==> config.mk <==
export PLATFORM = sky130hd
export DESIGN_NAME = bus_wr_demux
export DESIGN_NICKNAME = d
export VERILOG_FILES = /design/src/rtl/bus_wr_demux.sv
export SDC_FILE = /design/constraint.sdc
export NUM_CORES = 1
export LEC_CHECK = 0
export BUFFER_PORTS_ARGS = -buffer_cell sky130_fd_sc_hd__buf_4
export CELL_PAD_IN_SITES_DETAIL_PLACEMENT = 1
export CELL_PAD_IN_SITES_GLOBAL_PLACEMENT = 1
export CORE_ASPECT_RATIO = 1.75
export CORE_MARGIN = 2
export CORE_UTILIZATION = 35
export DETAILED_ROUTE_END_ITERATION = 8
export PLACE_DENSITY_LB_ADDON = 0.1
export REMOVE_ABC_BUFFERS = 1
export SETUP_SLACK_MARGIN = 0.15
export SLEW_MARGIN = 20
export SYNTH_ARGS = -nofsm -noshare
export SYNTH_HDL_FRONTEND = slang
export SYNTH_SLANG_ARGS = --single-unit
==> constraint.sdc <==
create_clock -name clk -period 1.9 [get_ports clk]
set_input_delay 0.57 -clock clk [delete_from_list [all_inputs] [get_ports clk]]
set_output_delay 0.57 -clock clk [all_outputs]
set_load 0.1 [all_outputs]
==> src/rtl/bus_wr_demux.sv <==
// Write-side demultiplexer: decodes a binary destination index into a one-hot
// select, holds select/data until the destination acks or a timeout, then responds.
module bus_wr_demux #(
  parameter int COUNT   = 4,
  parameter int WIDTH   = 32,
  parameter int TIMEOUT = 16
) (
  input  logic             clk,
  input  logic             resetn,
  input  logic             req_valid,
  output logic             req_ready,
  input  logic [3:0]       req_idx,
  input  logic [WIDTH-1:0] req_data,
  output logic [COUNT-1:0] dst_sel,
  output logic [WIDTH-1:0] dst_data,
  input  logic [COUNT-1:0] dst_ack,
  output logic             resp_valid,
  input  logic             resp_ready,
  output logic             resp_err
);

  typedef enum logic [1:0] {
    IDLE   = 2'd0,
    ACTIVE = 2'd1,
    RESP   = 2'd2
  } state_t;

  localparam logic [7:0] TMO_LAST = (TIMEOUT == 0) ? 8'd0 : 8'(TIMEOUT - 1);

  function automatic logic [COUNT-1:0] onehot_f(input logic [3:0] idx);
    logic [COUNT-1:0] sel;
    for (int i = 0; i < COUNT; i++) begin
      sel[i] = (idx == 4'(i));
    end
    return sel;
  endfunction

  state_t           state_r, state_nx;
  logic             req_ready_r, req_ready_nx;
  logic [COUNT-1:0] dst_sel_r, dst_sel_nx;
  logic [WIDTH-1:0] dst_data_r, dst_data_nx;
  logic             resp_valid_r, resp_valid_nx;
  logic             resp_err_r, resp_err_nx;
  logic [7:0]       timer_r, timer_nx;
  logic             idx_ok_s;
  logic             ack_hit_s;

  // dst_sel_r is the one-hot of the latched index, so masking picks only that ack bit
  assign idx_ok_s  = ({1'b0, req_idx} < 5'(COUNT));
  assign ack_hit_s = |(dst_ack & dst_sel_r);

  // Next-state and next-output decode
  always_comb begin
    state_nx      = state_r;
    req_ready_nx  = req_ready_r;
    dst_sel_nx    = dst_sel_r;
    dst_data_nx   = dst_data_r;
    resp_valid_nx = resp_valid_r;
    resp_err_nx   = resp_err_r;
    timer_nx      = timer_r;
    case (state_r)
      IDLE: begin
        req_ready_nx  = 1'b1;
        dst_sel_nx    = {COUNT{1'b0}};
        resp_valid_nx = 1'b0;
        resp_err_nx   = 1'b0;
        if (req_valid && req_ready_r) begin
          req_ready_nx = 1'b0;
          if (idx_ok_s) begin
            dst_sel_nx  = onehot_f(req_idx);
            dst_data_nx = req_data;
            timer_nx    = 8'd0;
            state_nx    = ACTIVE;
          end else begin
            resp_err_nx   = 1'b1;
            resp_valid_nx = 1'b1;
            state_nx      = RESP;
          end
        end else begin
          req_ready_nx = 1'b1;
        end
      end
      ACTIVE: begin
        // Ack takes priority over a timeout expiring on the same edge
        if (ack_hit_s) begin
          dst_sel_nx    = {COUNT{1'b0}};
          resp_err_nx   = 1'b0;
          resp_valid_nx = 1'b1;
          state_nx      = RESP;
        end else if ((TIMEOUT != 0) && (timer_r == TMO_LAST)) begin
          dst_sel_nx    = {COUNT{1'b0}};
          resp_err_nx   = 1'b1;
          resp_valid_nx = 1'b1;
          state_nx      = RESP;
        end else begin
          timer_nx = timer_r + 8'd1;
        end
      end
      RESP: begin
        if (resp_ready) begin
          resp_valid_nx = 1'b0;
          resp_err_nx   = 1'b0;
          req_ready_nx  = 1'b1;
          state_nx      = IDLE;
        end else begin
          resp_valid_nx = 1'b1;
        end
      end
      default: begin
        state_nx      = IDLE;
        req_ready_nx  = 1'b0;
        dst_sel_nx    = {COUNT{1'b0}};
        resp_valid_nx = 1'b0;
        resp_err_nx   = 1'b0;
        timer_nx      = 8'd0;
      end
    endcase
  end

  // State and registered outputs
  always_ff @(posedge clk or negedge resetn) begin
    if (!resetn) begin
      state_r      <= IDLE;
      req_ready_r  <= 1'b0;
      dst_sel_r    <= {COUNT{1'b0}};
      dst_data_r   <= {WIDTH{1'b0}};
      resp_valid_r <= 1'b0;
      resp_err_r   <= 1'b0;
      timer_r      <= 8'd0;
    end else begin
      state_r      <= state_nx;
      req_ready_r  <= req_ready_nx;
      dst_sel_r    <= dst_sel_nx;
      dst_data_r   <= dst_data_nx;
      resp_valid_r <= resp_valid_nx;
      resp_err_r   <= resp_err_nx;
      timer_r      <= timer_nx;
    end
  end

  assign req_ready  = req_ready_r;
  assign dst_sel    = dst_sel_r;
  assign dst_data   = dst_data_r;
  assign resp_valid = resp_valid_r;
  assign resp_err   = resp_err_r;

endmodule

Yosys cells after proc, flatten, opt, wreduce, memory -nomap -nowiden
Cells that the tools add are included.

word-level totals
  register bits = 49
  bits of input ports = 44
  output and inout port bits = 39
  logic and storage cells = 62

cells by class
  add/sub/neg operators = 1
  order comparisons = 1
  equality and inequality tests = 12
  multiplexer cells = 28
  bitwise gates (word level) = 3
  reduce and logical (&&, ||, !) cells = 10

operator list
  cell                                                        count
  2-to-1 mux 8 bit                                            4
  case mux 8 bit (3 select lines)                             1
  2-to-1 mux 4 bit                                            4
  case mux 4 bit (3 select lines)                             1
  2-to-1 mux 2 bit                                            5
  != test 2 bit, second input constant                        5
  2-to-1 mux 1 bit                                            9
  case mux 1 bit (3 select lines)                             3
  adder 8 x 1 -> 8 bit, second input constant                 1
  equality test 4 x 2 -> 1 bit, second input constant         2
  equality test 8 x 4 -> 1 bit, second input constant         1
  case mux 2 bit (3 select lines)                             1
  AND reduction 2 bit                                         3
  AND reduction 3 bit                                         2
  AND reduction 5 bit                                         1
  bitwise AND 4 bit                                           1
  equality test 4 x 1 -> 1 bit, second input constant         1
  zero test 4 bit                                             1
  less-than comparator 4 x 3 -> 1 bit, second input constant  1
  OR reduction 4 bit                                          1
  != test 3 bit, second input constant                        1
  equality test 2 x 1 -> 1 bit, second input constant         1
  equality test 2 bit, second input constant                  1
  zero test 2 bit                                             1
  2 further kinds                                             3

Depth between registers and ports, before layout
  depth in word-level cells = 4
  depth in mapped cells = 6
  depth with buffers taken out = 5

Worst setup path before layout
No wires, ideal clock.

  path kind = register to register
  start = reg dst_sel_r[0] (netlist: dst_sel[0])
  end = reg timer_r[1]
  data arrival time = 1.876 ns
  data required time = 1.774 ns
  setup slack = -0.102 ns
  cell stages (with the launch flop) = 6
  path buffers = 1
  cell sequence = dfrtp_1 -> a22oi_1 -> nand2_1 -> buf_6 -> nor2_2 -> a221o_1

between the ends
  longest elaborated chain between the ends = 4

ends and longest elaborated chain
  item                           RTL line  text
  start, declared                40        logic [COUNT-1:0] dst_sel_r, dst_sel_nx;
  start signal, assigned         125       dst_sel_r <= {COUNT{1'b0}};
  start signal, assigned         133       dst_sel_r <= dst_sel_nx;
  bitwise AND 4 bit              50        assign ack_hit_s = |(dst_ack & dst_sel_r);
  OR reduction 4 bit             50
  != test 2 bit (no line)        n/a
  AND reduction 5 bit (no line)  n/a
  end signal, assigned           137       timer_r <= timer_nx;
  end, declared                  44        logic [7:0] timer_r, timer_nx;

No other way between the ends.
A chain may end at the register's enable or synchronous reset.

Final worst setup path
  start = reg timer_r[5]
  end = reg timer_r[1]

between the ends
  longest elaborated chain between the ends = 3

ends and longest elaborated chain
  item                           RTL line  text
  equality test 8 x 4 -> 1 bit   90        end else if ((TIMEOUT != 0) && (timer_r == TMO_LAST)) begin
  != test 2 bit (no line)        n/a
  AND reduction 5 bit (no line)  n/a

No other way between the ends.

==> impl_metrics.ini <==
[sta]
fin_crit_sh_pct = 90.84
finalCriticalPeriod_ns = 1.726
slew_headroom_pct = 57.92
whs_ns = 0.2742
rsz0062_at_grt = yes
skew_ns = 0.003119
finalHoldViolCount = 0
setup_ws_ns = 0.1740
setup_viol = 0
finalSetupTns_ns = 0
slew_violations = 0
tightest_slew_ns = 0.6311
fmax_ghz = 0.5794

[synth]
ys_top_cells_by_area = dfrtp_1 57%, nand2_1 18%, nand3_1 1.4%
yosysMostFrequentCell = nand2_1
synth.cells.most_frequent = 105 x nand2_1, 49 x dfrtp_1, 6 x nand3_1, 6 x nor3_1
ys_ff_latch = 49
syn_area_mm2 = 0.002152
yosysWarnings = 0
synth_ff_type = dfrtp_1
yosysTopAreaCellShare_pct = 56.98
synth_edf_count = 0
yosysUniqueCellTypes = 47
yosysSeqAreaShare_pct = 56.98
syn_inst = 231
syn_avg_cell_area_um2 = 9.316
yosysTopAreaCell = dfrtp_1
synthArstFlopShare_pct = 100.0

[worst_setup_path]
worst-setup-path-type = reg2reg
r2r_slack_ns = 0.17
start_kind = register
crit_required_ns = 2.08
cp_slowest_stage_delay_ns = 0.59
cp.arrival_ns = 1.91
crit_path_end_kind = register
slowest_stage = or4_4
crit_chain = or4_4, o21ai_4, nor2_2, a221o_1
cp_max_fo = 5

[pwr]
p_sw_share_pct = 21.56
power_mw = 1.775
p_int_mw = 1.392
pwr-share-comb_pct = 6.1
p_sw_mw = 0.3828
vdd_drop_max_v = 0.0004061
power_per_cell_area_mw_per_mm2 = 592.8
seq_power_share_pct = 58.8
leakagePower_nw = 1.602
clkPwrFrac_pct = 35.1

[clock_network]
tritoncts = done
clock_sinks = 49
clockBufferDepth = 2
clock_latency_ns = 0.30
cts_buffers = 5
clkTransAtPathRegs_ns = 0.08
postCtsSetupRepairBufs = 0
cts_max_level = 2
clockRootBuffer = clkbuf_8

[route]
drcViolationCount = 0
routed_wl_um = 6266
drtAntennaViolNets = 0
num_vias = 2001
wl_per_cell_um = 15.70
drt_iter0_markers = 60
dr.pass1.iters = 4
routed_via_density = 5.015

[global_routing]
grt_usage_pct = 20.19
antenna_found_initial = 0
grt_overflow = 0
grt_start_max_net_pins = 50
grt_pass1_wl_um = 10660
grt_pass1_vias = 2232

[floorplanning]
ios = 83
core-area_mm2 = 0.005926
die-height_um = 107.7
die-area_mm2 = 0.006817
row_count = 37
dieWidth_um = 63.28
start_util_pct = 36.32

[finish]
fin_nets = 366
drive_gt1_share_pct = 34.58
fillCellCount = 746
antenna_cells = 0
utilization_pct = 50.53
area_growth_syn_to_layout_pct = 39.13

[placed_design]
io_buffer_count = 82
hpwl_um = 4707
pre_cts_slack_ns = -0.02962
place_congestion = 0.7971

[outcome]
outcome = finished clean

[min_path]
hold_path.class = in2async

[job]
drv_cap = 0
-- final cells by class --
cell class	instances	area, um^2	share of cell area [%]
Sequential cell	49	1226	40.95
Multi-Input combinational cell	171	873.3	29.17
Timing Repair Buffer	92	703.2	23.49
Tap cell	78	97.59	3.260
Clock buffer	7	86.33	2.883
Inverter	2	7.507	0.2507
-- state kept, by name, summed over array words and instances, names as in the netlist --
signal      count
dst_data       32
dst_sel         4
req_ready       1
resp_err        1
resp_valid      1
state_r         2
timer_r         8
-- cells in the final DEF (no fill, tap or decap), drive strengths merged, types with 4 or more instances in the layout --
cell	n
nand2	105
buf	92
dfrtp	49
clkbuf	7
nor3	6
nand3	6
o21ai	5
a21oi	4
a31oi	4
nor2	4
-- metal layers --
metal  global-route usage (%)  part of all wire [%]  up-vias
li1                         -                     -      946
met1                    21.40                    36      986
met2                    37.99                    57       56
met3                    3.556                   4.3       13
met4                    9.472                   2.9        0
met5                        0                     0        -
-- kinds of logic (layout without fill, tap and decap cells) --
logic type / after synthesis / count (layout) / share of synthesized area [%]
compound gates: 33 / 33 / 11.57
fa+ha+maj: 1 / 1 / 0.5813
buf+inv: 11 / 101 / 2.907
flops: 49 / 49 / 56.98
simple gates: 137 / 137 / 27.97
-- power by group through the flow --
| stage | clock [mW] | sequential [mW] | combinational (mW) |
|---|---|---|---|
| 2_1_floorplan | 0 | 1.07 | 0.00541 |
| 3_3_place_gp | 0 | 1.06 | 0.108 |
| 3_5_place_dp | 0 | 1.06 | 0.110 |
| 6_report | 0.624 | 1.04 | 0.107 |
| 4_1_cts | 0.652 | 1.04 | 0.110 |
| 5_1_grt | 0.690 | 1.04 | 0.119 |
-- repair_timing --
action,4_1_cts,5_1_grt
cloned,0,0
resized for setup,1,2
hold buffers,0,0
endpoints found under the setup margin,1,2
-- metrics by stage --
stage                     cells  instance area (um^2)
after detailed placement    392                  2898
after global placement      392                  2898
after floorplan             222                  2097
after CTS                   399                  2989
after global routing        399                  2994
final                       399                  2994
-- critical path, delay by kind of cell, from the launching register on --
kind               cells  cell delay (ns)
AOI/OAI and AO/OA      2             0.55
DFF                    1             0.40
and+or+nand+nor        2             0.67
-- path summary, 6_finish.rpt --
check                                               from                        to  cells after the start
worst max-delay path              timer_r[5]$_DFFE_PN0P_    timer_r[1]$_DFFE_PN0P_                      4
worst min-delay path                              resetn    state_r[0]$_DFFE_PN0P_                      1
worst max register to register    timer_r[5]$_DFFE_PN0P_    timer_r[1]$_DFFE_PN0P_                      4
worst min register to register  dst_data[12]$_DFFE_PN0P_  dst_data[12]$_DFFE_PN0P_                      2
max in group asynchronous                         resetn      resp_err$_DFFE_PN0P_                      1
min in group clk                            req_data[30]  dst_data[30]$_DFFE_PN0P_                      3
No activity file was read; power rests on OpenSTA's default activity.
